$ cat src/rtl/text_vram_ctrl_pkg.sv
// Shared definitions for the text video-memory controller: screen geometry
// defaults, ASCII control codes, FSM state and cursor command encodings.
package text_pkg;

  localparam int COLS_DEF = 70;
  localparam int ROWS_DEF = 30;

  localparam logic [7:0] SPACE = 8'h20;
  localparam logic [7:0] CR    = 8'h0D;
  localparam logic [7:0] LF    = 8'h0A;
  localparam logic [7:0] BS    = 8'h08;

  typedef enum logic [2:0] {
    IDLE,
    WRITE,
    NEWLINE,
    BKSP,
    ERASE,
    CLEAR
  } state_e;

  typedef enum logic [1:0] {
    CUR_NONE,
    CUR_ADV,
    CUR_NL,
    CUR_BACK
  } cur_cmd_e;

  // Linear video-memory index of a character cell.
  function automatic logic [11:0] cell_addr(input logic [6:0] col,
                                            input logic [4:0] row,
                                            input int cols);
    return 12'(row) * 12'(cols) + 12'(col);
  endfunction

endpackage

$ cat src/rtl/text_vram_ctrl_if.sv
// Keyboard handshake, video-memory write port and cursor/status signals of
// the text controller. master = keyboard/host side, slave = controller.
interface text_vram_ctrl_if;
  logic        key_valid;
  logic [7:0]  key_ascii;
  logic        key_ready;
  logic        wr_en;
  logic [11:0] wr_addr;
  logic [7:0]  wr_data;
  logic [6:0]  cur_col;
  logic [4:0]  cur_row;
  logic        busy;

  modport master (
    output key_valid, key_ascii,
    input  key_ready, wr_en, wr_addr, wr_data, cur_col, cur_row, busy
  );

  modport slave (
    input  key_valid, key_ascii,
    output key_ready, wr_en, wr_addr, wr_data, cur_col, cur_row, busy
  );
endinterface

$ cat src/rtl/text_vram_ctrl_cursor.sv
// Cursor position counter. Applies one command per cycle (advance, newline,
// back one cell) and exposes the next position so the FSM can address the
// cell the cursor is about to land on.
module text_cursor
  import text_pkg::*;
#(
  parameter int COLS = COLS_DEF,
  parameter int ROWS = ROWS_DEF
) (
  input  logic       clk,
  input  logic       rst,
  input  cur_cmd_e   cmd_i,
  output logic [6:0] col_o,
  output logic [4:0] row_o,
  output logic [6:0] col_d_o,
  output logic [4:0] row_d_o,
  output logic       row_adv_o
);

  logic [6:0] col_q, col_d;
  logic [4:0] row_q, row_d;
  logic       row_adv;

  // Next cursor position for the requested command, row wrap included.
  always_comb begin
    col_d   = col_q;
    row_d   = row_q;
    row_adv = 1'b0;
    unique case (cmd_i)
      CUR_ADV: begin
        if (col_q == 7'(COLS - 1)) begin
          col_d   = '0;
          row_adv = 1'b1;
        end else begin
          col_d = col_q + 7'd1;
        end
      end
      CUR_NL: begin
        col_d   = '0;
        row_adv = 1'b1;
      end
      CUR_BACK: begin
        if (col_q != '0) begin
          col_d = col_q - 7'd1;
        end else if (row_q != '0) begin
          col_d = 7'(COLS - 1);
          row_d = row_q - 5'd1;
        end
      end
      default: ;
    endcase
    if (row_adv) begin
      row_d = (row_q == 5'(ROWS - 1)) ? 5'd0 : row_q + 5'd1;
    end
  end

  // Cursor registers.
  always_ff @(posedge clk) begin
    if (rst) begin
      col_q <= '0;
      row_q <= '0;
    end else begin
      col_q <= col_d;
      row_q <= row_d;
    end
  end

  assign col_o     = col_q;
  assign row_o     = row_q;
  assign col_d_o   = col_d;
  assign row_d_o   = row_d;
  assign row_adv_o = row_adv;

endmodule

$ cat src/rtl/text_vram_ctrl.sv
// Keyboard-to-text-screen controller. Accepts ASCII codes, writes printable
// characters at the cursor, handles CR/LF and backspace, and drives a
// registered video-memory write port.
// Build option: TEXT_VRAM_CLEAR_ON_WRAP_EN blanks every newly entered row.
//
// state   | meaning
// IDLE    | waiting for a key code (key_ready=1)
// WRITE   | character write at cursor, cursor advances at end
// NEWLINE | col=0 and row advance, no write
// BKSP    | cursor steps back one cell, no write
// ERASE   | space written at the new cursor cell
// CLEAR   | spaces written across the newly entered row
module text_vram_ctrl
  import text_pkg::*;
#(
  parameter int COLS = COLS_DEF,
  parameter int ROWS = ROWS_DEF
) (
  input logic           clk,
  input logic           rst,
  text_vram_ctrl_if.slave bus
);

`ifdef TEXT_VRAM_CLEAR_ON_WRAP_EN
  localparam bit CLEAR_EN = 1'b1;
`else
  localparam bit CLEAR_EN = 1'b0;
`endif

  state_e      state_q, state_d;
  cur_cmd_e    cmd;
  logic [6:0]  col_q, col_d;
  logic [4:0]  row_q, row_d;
  logic        row_adv;
  logic        wr_en_q, wr_en_d;
  logic [11:0] wr_addr_q, wr_addr_d;
  logic [7:0]  wr_data_q, wr_data_d;
  logic [6:0]  clr_left_q, clr_left_d;
  logic        printable;

  text_cursor #(.COLS(COLS), .ROWS(ROWS)) u_cursor (
    .clk      (clk),
    .rst      (rst),
    .cmd_i    (cmd),
    .col_o    (col_q),
    .row_o    (row_q),
    .col_d_o  (col_d),
    .row_d_o  (row_d),
    .row_adv_o(row_adv)
  );

  assign printable = (bus.key_ascii >= 8'h20) && (bus.key_ascii <= 8'h7E);

  // Next state, cursor command and next values of the registered write port.
  always_comb begin
    state_d    = state_q;
    cmd        = CUR_NONE;
    wr_en_d    = 1'b0;
    wr_addr_d  = wr_addr_q;
    wr_data_d  = wr_data_q;
    clr_left_d = clr_left_q;
    unique case (state_q)
      IDLE: begin
        if (bus.key_valid) begin
          if (printable) begin
            state_d   = WRITE;
            wr_en_d   = 1'b1;
            wr_addr_d = cell_addr(col_q, row_q, COLS);
            wr_data_d = bus.key_ascii;
          end else if (bus.key_ascii == CR || bus.key_ascii == LF) begin
            state_d = NEWLINE;
          end else if (bus.key_ascii == BS) begin
            state_d = BKSP;
          end
        end
      end
      WRITE, NEWLINE: begin
        cmd = (state_q == WRITE) ? CUR_ADV : CUR_NL;
        if (CLEAR_EN && row_adv) begin
          state_d    = CLEAR;
          wr_en_d    = 1'b1;
          wr_addr_d  = cell_addr(7'd0, row_d, COLS);
          wr_data_d  = SPACE;
          clr_left_d = 7'(COLS - 1);
        end else begin
          state_d = IDLE;
        end
      end
      BKSP: begin
        cmd       = CUR_BACK;
        state_d   = ERASE;
        wr_en_d   = 1'b1;
        wr_addr_d = cell_addr(col_d, row_d, COLS);
        wr_data_d = SPACE;
      end
      ERASE: begin
        state_d = IDLE;
      end
      CLEAR: begin
        if (clr_left_q == '0) begin
          state_d = IDLE;
        end else begin
          wr_en_d    = 1'b1;
          wr_addr_d  = wr_addr_q + 12'd1;
          clr_left_d = clr_left_q - 7'd1;
        end
      end
      default: state_d = IDLE;
    endcase
  end

  // State and write-port registers.
  always_ff @(posedge clk) begin
    if (rst) begin
      state_q    <= IDLE;
      wr_en_q    <= 1'b0;
      wr_addr_q  <= '0;
      wr_data_q  <= '0;
      clr_left_q <= '0;
    end else begin
      state_q    <= state_d;
      wr_en_q    <= wr_en_d;
      wr_addr_q  <= wr_addr_d;
      wr_data_q  <= wr_data_d;
      clr_left_q <= clr_left_d;
    end
  end

  assign bus.key_ready = (state_q == IDLE);
  assign bus.busy      = (state_q != IDLE);
  assign bus.wr_en     = wr_en_q;
  assign bus.wr_addr   = wr_addr_q;
  assign bus.wr_data   = wr_data_q;
  assign bus.cur_col   = col_q;
  assign bus.cur_row   = row_q;

endmodule
$ cat src/flat_wrapper.sv
// flat-port wrapper written by rule: the top's interface ports become plain ports
module text_vram_ctrl_flat import text_pkg::*;
#(
  parameter int COLS = COLS_DEF,
  parameter int ROWS = ROWS_DEF
)
  (clk, rst, bus_key_valid, bus_key_ascii, bus_key_ready, bus_wr_en, bus_wr_addr, bus_wr_data, bus_cur_col, bus_cur_row, bus_busy);
  text_vram_ctrl_if bus_i ();
  input logic clk;
  input logic rst;
  input wire logic [$bits(bus_i.key_valid)-1:0] bus_key_valid;
  input wire logic [$bits(bus_i.key_ascii)-1:0] bus_key_ascii;
  output wire logic [$bits(bus_i.key_ready)-1:0] bus_key_ready;
  output wire logic [$bits(bus_i.wr_en)-1:0] bus_wr_en;
  output wire logic [$bits(bus_i.wr_addr)-1:0] bus_wr_addr;
  output wire logic [$bits(bus_i.wr_data)-1:0] bus_wr_data;
  output wire logic [$bits(bus_i.cur_col)-1:0] bus_cur_col;
  output wire logic [$bits(bus_i.cur_row)-1:0] bus_cur_row;
  output wire logic [$bits(bus_i.busy)-1:0] bus_busy;
  assign bus_i.key_valid = bus_key_valid;
  assign bus_i.key_ascii = bus_key_ascii;
  assign bus_key_ready = bus_i.key_ready;
  assign bus_wr_en = bus_i.wr_en;
  assign bus_wr_addr = bus_i.wr_addr;
  assign bus_wr_data = bus_i.wr_data;
  assign bus_cur_col = bus_i.cur_col;
  assign bus_cur_row = bus_i.cur_row;
  assign bus_busy = bus_i.busy;
  text_vram_ctrl #(.COLS(COLS), .ROWS(ROWS)) u_core (.clk(clk), .rst(rst), .bus(bus_i));
endmodule
$ cat config.mk
export PLATFORM = sky130hd
export DESIGN_NAME = text_vram_ctrl_flat
export DESIGN_NICKNAME = d
export VERILOG_FILES = /design/src/rtl/text_vram_ctrl_pkg.sv /design/src/rtl/text_vram_ctrl_if.sv /design/src/rtl/text_vram_ctrl_cursor.sv /design/src/rtl/text_vram_ctrl.sv /design/src/flat_wrapper.sv
export SDC_FILE = /design/constraint.sdc
export NUM_CORES = 1
export LEC_CHECK = 0
export ABC_AREA = 1
export ABC_CLOCK_PERIOD_IN_PS = 8400
export BUFFER_PORTS_ARGS = -buffer_cell sky130_fd_sc_hd__buf_2
export CELL_PAD_IN_SITES_DETAIL_PLACEMENT = 1
export CELL_PAD_IN_SITES_GLOBAL_PLACEMENT = 1
export CORE_ASPECT_RATIO = 1.2
export CORE_MARGIN = 4
export CORE_UTILIZATION = 46
export DETAILED_ROUTE_END_ITERATION = 10
export PLACE_DENSITY_LB_ADDON = 0.1
export SLEW_MARGIN = 40
export SYNTH_ARGS = -nofsm -noshare
export SYNTH_HDL_FRONTEND = slang
export SYNTH_SLANG_ARGS = --single-unit
$ cat constraint.sdc
create_clock -name clk -period 8.4 [get_ports clk]
set_input_delay 0.84 -clock clk [delete_from_list [all_inputs] [get_ports clk]]
set_output_delay 0.84 -clock clk [all_outputs]
set_load 0.01 [all_outputs]
# --- Yosys cells after proc, flatten, opt, wreduce, memory -nomap -nowiden ---
# Cells that the tools add are included.
word_totals:
  inputBits: 11
  output_inout_bits: 35
  wordCells: 81
  rom_bits: 0
  latchBits: 0
  reg_bits: 43
  mem_count: 0
  ramBits: 0
op_classes:
  n_addsub: 8
  n_mul: 2
  order_cmp: 2
  div: 0
  n_reduce_logical: 14
  n_eq_ne: 17
  mux: 30
  bitwise: 1
  n_shift: 0
op_table:
  columns: ["cell", "count"]
  rows:
  - ["$mux 12", 3]
  - ["$pmux 12 s3", 1]
  - ["$mux 5", 5]
  - ["$add 12x7->12", 2]
  - ["$eq 8x4->1 const B", 3]
  - ["$mul 5x6->11 const B", 2]
  - ["$mux 7", 3]
  - ["$pmux 7 s3", 1]
  - ["$mux 8", 2]
  - ["$pmux 8 s2", 1]
  - ["$mux 3", 5]
  - ["$sub 7x1->7 const B", 2]
  - ["$add 12x1->12 const B", 1]
  - ["$pmux 3 s3", 1]
  - ["$ge 8x6->1 const B", 1]
  - ["$le 8x7->1 const B", 1]
  - ["$add 7x1->7 const B", 1]
  - ["$eq 7x7->1 const B", 1]
  - ["$logic_not 7->1", 1]
  - ["$reduce_bool 7->1", 1]
  - ["$eq 3x2->1 const B", 2]
  - ["$reduce_and 3->1", 2]
  - ["$reduce_bool 3->1", 2]
  - ["$add 5x1->5 const B", 1]
  - ["other kinds (23)", 29]

# --- Logic depth before layout (Yosys ltp) ---
# Gate-level depths: netlist of run 1.
logic_depth:
  depth_word: 9
  mapped_depth: 32
  ltp_nobuf: 31

# --- Hierarchy ---
# Synthesis of run 1 repeated with hierarchy kept, for this count alone.
unflattened:
  cells_unflattened: 715
  hier_area_um2: 4533.1
by_module_without_submodules:
  columns: ["mod", "seq_area_each_um2", "cells_per_inst", "area_per_inst_um2", "n_inst"]
  rows:
  - ["text_vram_ctrl", 620.6, 515, 3295.7, 1]
  - ["text_cursor", 240.2, 200, 1237.4, 1]

# --- Worst setup path after synthesis of run 1 ---
# OpenSTA, ideal clock, no wires.
synth_timing:
  path_type: "register to register"
  from: "register u_core.u_cursor.row_q[3] (netlist: u_core.u_cursor.row_o[3])"
  to: "register u_core.wr_addr_q[11] (netlist: u_core.bus.wr_addr[11])"
  path_stages_with_launch: 28
  setup_time_ns: 0.122
  path_buffers: 1
  slack_ns: 4.314
  arrival_time_ns: 3.964
  synth_period_minus_slack_ns: 4.086
  t_required_ns: 8.278
  path_cell_list: "dfxtp_1 -> clkbuf_1 -> inv_1 -> ha_1 -> nand2_1 -> inv_1 -> nand2_1 -> inv_1 -> nor2_2 -> nand2_1 -> xor2_1 -> a21oi_1 -> ha_1 -> ha_1 -> ha_1 -> ha_1 -> a21oi_1 -> nand2_1 -> nand2_1 -> nand2_1 -> a21oi_1 -> nor2_1 -> nand2_1 -> nor2_4 -> nand2_1 -> nand2_1 -> nand3_1 -> a21oi_2"
synth_between:
  elab_chain_len: 8
  word_cells_on_any_way: 19
  cone_classes: "add/sub (4); mul (2); eq/ne (1); mux (11); reduce/logical (1)"
synth_lines:
  columns: ["element", "line", "rtl"]
  rows:
  - ["start, declared", "text_vram_ctrl_cursor.sv:21", "logic [4:0] row_q, row_d;"]
  - ["start signal, assigned", "text_vram_ctrl_cursor.sv:64", "row_q <= row_d;"]
  - ["$reduce_bool 5->1", "text_vram_ctrl_cursor.sv:45", "end else if (row_q != '0) begin"]
  - ["$mux 5", "text_vram_ctrl_cursor.sv:45", null]
  - ["$mux 5", "text_vram_ctrl_cursor.sv:43", "if (col_q != '0) begin"]
  - ["$mux 5", "text_vram_ctrl_cursor.sv:29", "unique case (cmd_i)"]
  - ["$mux 5 *", "text_vram_ctrl_cursor.sv:52", "if (row_adv) begin"]
  - ["via u_core.row_d[2]", "text_vram_ctrl.sv:33", "logic [4:0] row_q, row_d;"]
  - ["$mul 5x6->11 *", "text_vram_ctrl_pkg.sv:33", "return 12'(row) * 12'(cols) + 12'(col);"]
  - ["$add 12x7->12 *", "text_vram_ctrl_pkg.sv:33", null]
  - ["$pmux 12 s3 *", "text_vram_ctrl.sv:62", "unique case (state_q)"]
  - ["end signal, assigned", "text_vram_ctrl.sv:123", "wr_addr_q <= wr_addr_d;"]
  - ["end, declared", "text_vram_ctrl.sv:36", "logic [11:0] wr_addr_q, wr_addr_d;"]
# Mark *: on every way through the listed nets, which the timed path passes. The rest lies on a longest branch. The select of a mux whose other input is x is not followed.
# A chain may end at the register's enable or synchronous reset.

# --- Worst setup path after layout of run 1 ---
# Same ends and word-level chain as after synthesis.

==> metrics, run 1 <==
Initial Util=47.80%; Layout area overhead=10.14%; Distinct cells, synth=48; Reg2Reg Setup Slack=3800 ps; Pre-Repair DR Iteration Count=4; crit path kind=register to register; largest net degree at the start of global routing=24; Min-Delay Path Class=register to register; Post-synth top flop=dfxtp_1; global-route usage over all layers=25.11%; Hold-fix buffers, CTS=0; fraction of registers with async set/reset=0%; H-tree depth=2; clock latency on the worst-skew pair=310 ps; met3 track demand over resource=3.820%; Setup-failing EPs final=0; CTS clk-pin slew, worst paths=90 ps; Syn Inst Count=641; dpl cell area=0.004479 mm^2; height of the chip=112.2 um; syn_nets=707; FMAX=217.5 MHz; Worst path max stage delay=610 ps; commonest cells in the netlist=nand2_1, inv_1, nand3_1; worst-margin pin slew=729.3 ps; hold_sp=u_core.bus.wr_data[7]$_SDFFE_PP0P_; reg2reg start=u_core.u_cursor.row_o[3]$_SDFF_PP0_; total core area=0.008703 mm^2; Post-Synth Simple-Gate Area=33.02%; Iter 0 DRT Violations=210; CP dominant cell by count=nand2_1; combined area of the multi-input logic cells=0.002818 mm^2; n_diodes=0; design area=0.004582 mm^2; slowest stage cell, crit path=dfxtp_1; Seq/Total Area, Yosys=20.69%; CP Capture Type=register; final total power=0.5846 mW; Hold Path Sink=u_core.bus.wr_data[7]$_SDFFE_PP0P_; post-synth top area share=20.69%; CP Max Fanout=12; met1 Use GR=28.71%; Fill cells=1,249; Post-Synth XOR/XNOR Area=1.684%; Syn. warnings=0; top post-synthesis cells by area=dfxtp_1, ha_1, nand2_1; DPL Wire Length=10,300 um; Startpoint Class=register; worst rel slew slack=51.33%; Inst Count DP=792; Avg Cell Area, Syn=6.490 um^2; vias in the first global route=4,506; drt total wl=12,600 um; Reg area=860.8 um^2; RSZ-0062 raised after global routing=no; clock root cell=clkbuf_8; maxcap violations=0; R2R depth=25; Synth Area in Compound Gates=15.76%; Cell Rows=37; fin nets=748; non-filler cells, final=799; Cell Area, Synth=0.004160 mm^2; final hold violation count=0; I/O pins=46; final core occ=52.65%; Final Max Slew Viols=0; number of buffers created by CTS=5; Worst Path Required=8650 ps; LEAKAGE=2.469 nW; CP Data Arrival Time=4850 ps; GRT busiest layer=met2; Setup Skew=9.953 ps; RR Endpoint=u_core.bus.wr_addr[11]$_SDFFE_PP0P_; vias per std cell=5.481; Clock Sinks=43; mux share of post-synthesis cell area=0%; status=finished clean; Die ar.=0.01064 mm^2; post-route ant nets=0; TNS Setup=0 ps; Worst Hold Depth=2; post_cts resized=0; initial antenna violation count=0; number of synthesized flops with an enable pin=0; Routed WL per cell=15.76 um; share of layout cells above drive strength 1=12.61%; count leader, synth=nand2_1; cell accounting for the most synthesized area=dfxtp_1; fin crit share=54.75%; peak supply drop=0.1040 mV; Synth Area in Adders=17.26%; Yosys reg bits=43; Die Width=94.82 um; CTS tree=done; first-pass GRT wire length=21,380 um; routability congestion estimate=0.9614; DR vias=4,379; main combinational cell family by area after synthesis=simple AND/OR/NAND/NOR gates; Port Buf Inserts=45; met2 Use GR=46.80%; drt drc=0; postcts setup bufs=0; power per cell area=127.6 mW/mm^2; Min Clock Period, post-route=4599 ps; total grt overflow=0; clk buf depth=2
-- sequential cells by signal (all words and copies together), names as in the netlist --
name                   count
u_core.u_cursor.row_o      5
u_core.u_cursor.col_o      7
u_core.bus.wr_en           1
u_core.bus.wr_addr        12
u_core.clr_left_q          7
u_core.state_q             3
u_core.bus.wr_data         8
-- layer usage --
| metal | up-vias | part of all wire [%] |
|---|---|---|
| met4 | 0 | 2.0 |
| met3 | 21 | 3.9 |
| met5 | - | 0 |
| met2 | 75 | 53 |
| met1 | 2102 | 41 |
| li1 | 2181 | - |
-- how the worst max path moves through the flow --
stage                                   startpoint                             endpoint  slack (ps)  cells past startpoint
5_1_grt        u_core.u_cursor.row_o[3]$_SDFF_PP0_  u_core.bus.wr_addr[10]$_SDFFE_PP0P_        3170                     30
4_1_cts        u_core.u_cursor.row_o[3]$_SDFF_PP0_  u_core.bus.wr_addr[10]$_SDFFE_PP0P_        3790                     30
6_report       u_core.u_cursor.row_o[3]$_SDFF_PP0_  u_core.bus.wr_addr[11]$_SDFFE_PP0P_        3800                     25
3_5_place_dp   u_core.u_cursor.row_o[3]$_SDFF_PP0_  u_core.bus.wr_addr[10]$_SDFFE_PP0P_        3810                     30
3_3_place_gp   u_core.u_cursor.row_o[3]$_SDFF_PP0_  u_core.bus.wr_addr[11]$_SDFFE_PP0P_        4010                     26
2_1_floorplan  u_core.u_cursor.row_o[3]$_SDFF_PP0_  u_core.bus.wr_addr[11]$_SDFFE_PP0P_        4310                     27
-- cell type report --
cell class                 count  area share [%]
clock buffer                   6           1.584
clock inverter                 1          0.6554
inverter                     114           9.366
multi-input combinational    473           61.50
sequential                    43           18.79
tap                          117           3.195
timing repair buffer          45           4.915
-- cells in the final DEF, fill, tap and decap left out, types with 4 or more instances in the layout --
cell and n:
nor3_1 8, fa_1 4, clkbuf_8 5, inv_1 107, a21oi_1 42, nand2_2 5
nor2_1 46, dfxtp_1 43, nand4_1 11, nand3_1 52, inv_2 6, nor2_2 6
ha_1 51, nand2_1 142, a31oi_1 8, o21bai_1 5, o21ai_1 8, o211ai_1 5
xor2_1 6, buf_2 45, o21ai_0 36
-- critical path: cells and delay by family (launching register included) --
family                     cells  cell delay (ps)
buffers and inverters          3              400
DFF                            1              610
AOI/OAI and AO/OA              4              780
xor gates and xnor gates       1              140
and+or+nand+nor               12             1070
adders and majority gates      5             1520
-- per-stage QoR --
| stage | hold slack [ps] | worst slack (ps) |
|---|---|---|
| 2_1_floorplan | 422.9 | 4314 |
| 3_3_place_gp | 430.1 | 4006 |
| 3_5_place_dp | 435.8 | 3808 |
| 4_1_cts | 449.9 | 3785 |
| 5_1_grt | 487.8 | 3174 |
| 6_report | 448.3 | 3801 |
-- power by group --
group	internal [mW]	total, mW	switching, mW	leakage (nW)
Combinational	0.0653	0.191	0.126	2.07
Clock	0.0872	0.161	0.0739	0.0513
Sequential	0.215	0.232	0.0175	0.350
Total	0.367	0.585	0.217	2.47
-- logic make-up (layout without fill, tap and decap cells) --
group                    Yosys count  count (layout)
adder cells (fa/ha/maj)           55              55
buffers and inverters            125             166
XOR/XNOR                           8               8
flip-flops                        43              43
AO/OA/AOI/OAI                    116             116
AND/OR/NAND/NOR                  294             294
(Power assumes the default switching activity.)
==> run 2, diff against run 1 <==
--- a/config.mk
+++ b/config.mk
@@ -6,13 +6,13 @@
 export NUM_CORES = 1
 export LEC_CHECK = 0
 export ABC_AREA = 1
-export ABC_CLOCK_PERIOD_IN_PS = 8400
+export ABC_CLOCK_PERIOD_IN_PS = 3850
 export BUFFER_PORTS_ARGS = -buffer_cell sky130_fd_sc_hd__buf_2
 export CELL_PAD_IN_SITES_DETAIL_PLACEMENT = 1
 export CELL_PAD_IN_SITES_GLOBAL_PLACEMENT = 1
 export CORE_ASPECT_RATIO = 1.2
 export CORE_MARGIN = 4
-export CORE_UTILIZATION = 46
+export CORE_UTILIZATION = 38
 export DETAILED_ROUTE_END_ITERATION = 10
 export PLACE_DENSITY_LB_ADDON = 0.1
 export SLEW_MARGIN = 40
==> constraint.sdc (replaced) <==
create_clock -name clk -period 3.85 [get_ports clk]
set_input_delay 0.385 -clock clk [delete_from_list [all_inputs] [get_ports clk]]
set_output_delay 0.385 -clock clk [all_outputs]
set_load 0.01 [all_outputs]
==> metrics, run 2 (synthesized netlist as in run 1, its figures left out) <==
LEAKAGE=2.753 nW; clk buf depth=2; Hold-fix buffers, CTS=0; Iter 0 DRT Violations=235; met1 Use GR=24.74%; hold_ws=359.0 ps; Reg area=869.6 um^2; non-filler cells, final=866; CTS tree=done; met3 track demand over resource=2.209%; CP Max Fanout=3; Port Buf Inserts=45; largest net degree at the start of global routing=24; peak supply drop=0.1869 mV; post-route ant nets=0; Inst Count DP=846; CP Data Arrival Time=3960 ps; Clock Sinks=43; status=finished clean; Final Max Slew Viols=0; vias in the first global route=4,828; FMAX=265.9 MHz; power per cell area=285.3 mW/mm^2; first-pass GRT wire length=23,300 um; CP Capture Type=register; global-route usage over all layers=22.72%; initial antenna violation count=0; Setup-failing EPs final=0; drt total wl=15,310 um; Startpoint Class=register; combined area of the multi-input logic cells=0.003174 mm^2; DR vias=4,696; CTS clk-pin slew, worst paths=70 ps; Routed WL per cell=17.67 um; worst rel slew slack=48.79%; routability congestion estimate=0.8651; met2 Use GR=45.83%; maxcap violations=0; most frequent cells in the layout=nand2_1, inv_1, buf_4; Die ar.=0.01269 mm^2; number of flip-flops in the largest register=12; Die Width=103.5 um; fin crit share=97.67%; Fill cells=1,427; Worst Path Required=4050 ps; Min-Delay Path Class=primary input to register; n_diodes=0; crit path kind=register to register; clock latency on the worst-skew pair=290 ps; slowest stage cell, crit path=dfxtp_2; clock root cell=clkbuf_16; Worst path max stage delay=320 ps; worst-margin pin slew=767.2 ps; number of buffers created by CTS=5; Pre-Repair DR Iteration Count=4; fin nets=802; Cell Rows=41; I/O pins=46; final core occ=51.16%; RSZ-0062 raised after global routing=yes; Setup Skew=5.628 ps; total core area=0.01062 mm^2; DPL Wire Length=11,110 um; final hold violation count=0; share of layout cells above drive strength 1=27.82%; CP dominant cell by count=nand2_2; drt drc=0; Layout area overhead=30.59%; Min Clock Period, post-route=3760 ps; commonest non-fill, non-tap cell in the layout=nand2_1; vias per std cell=5.423; Initial Util=39.18%; H-tree depth=2; GRT busiest layer=met2; height of the chip=122.6 um; total grt overflow=0
==> run 2: cell count changes in the layout (fill, tap and decap cells not counted), moves of 9 or more <==
cell,delta
inv_1,-11
inv_2,+9
nand2_2,+10
buf_4,+51
ha_4,+17
ha_1,-18
nand2_1,-12
==> run 2: power by group <==
group | switching [mW] | internal (mW) | total (mW)
Combinational | 0.358 | 0.250 | 0.608
Clock | 0.202 | 0.243 | 0.446
Sequential | 0.0268 | 0.470 | 0.497
==> run 2: final cells by class <==
type	instances	share of cell area (%)
Multi-Input combinational cell	473	58.43
Sequential cell	43	16.01
Timing Repair Buffer	99	11.81
Inverter	114	8.038
Tap cell	129	2.971
Clock buffer	5	2.303
Clock inverter	3	0.4376
==> run 2: path summary, 6_finish.rpt <==
| check | from | to | slack (ps) | cells past startpoint |
|---|---|---|---|---|
| worst max-delay path | u_core.u_cursor.row_o[1]$_SDFF_PP0_ | u_core.bus.wr_addr[10]$_SDFFE_PP0P_ | 90 | 29 |
| worst max register to register | u_core.u_cursor.row_o[1]$_SDFF_PP0_ | u_core.bus.wr_addr[10]$_SDFFE_PP0P_ | 90 | 29 |
| worst min register to register | u_core.bus.wr_data[7]$_SDFFE_PP0P_ | u_core.bus.wr_data[7]$_SDFFE_PP0P_ | 440 | 2 |
| worst min-delay path | bus_key_ascii[2] | u_core.bus.wr_data[2]$_SDFFE_PP0P_ | 360 | 3 |
==> run 2: metrics by stage <==
step | power [mW] | cell area (um^2) | setup WS, ps | TNS, ps
final | 1.550 | 5433 | 89.83 | 0
after floorplan | 0.8019 | 4170 | 25.66 | 0
after CTS | 1.464 | 5080 | 2.383 | 0
after global placement | 0.9640 | 4816 | 53.02 | 0
after global routing | 1.643 | 5433 | -144.4 | -283.3
after detailed placement | 0.9840 | 4816 | -168.6 | -588.9
==> run 2: repair_timing <==
action | CTS | global route
pin swaps | 6 | 35
gates cloned | 0 | 0
endpoints found under the setup margin | 5 | 5
resized for setup | 16 | 66
buffers inserted | 2 | 10
==> run 2: critical path: cells and delay by family (launching register included) <==
kind	cells	cell delay, ps
adders and majority gates	5	1200
DFF	1	320
and+or+nand+nor	17	1470
xor gates and xnor gates	1	170
buffers and inverters	6	470
==> run 2: metal layers <==
layer	vias to the layer above	wire length [um]
li1	2283	-
met1	2264	5832
met2	108	8392
met3	41	469
met4	0	610
met5	-	0
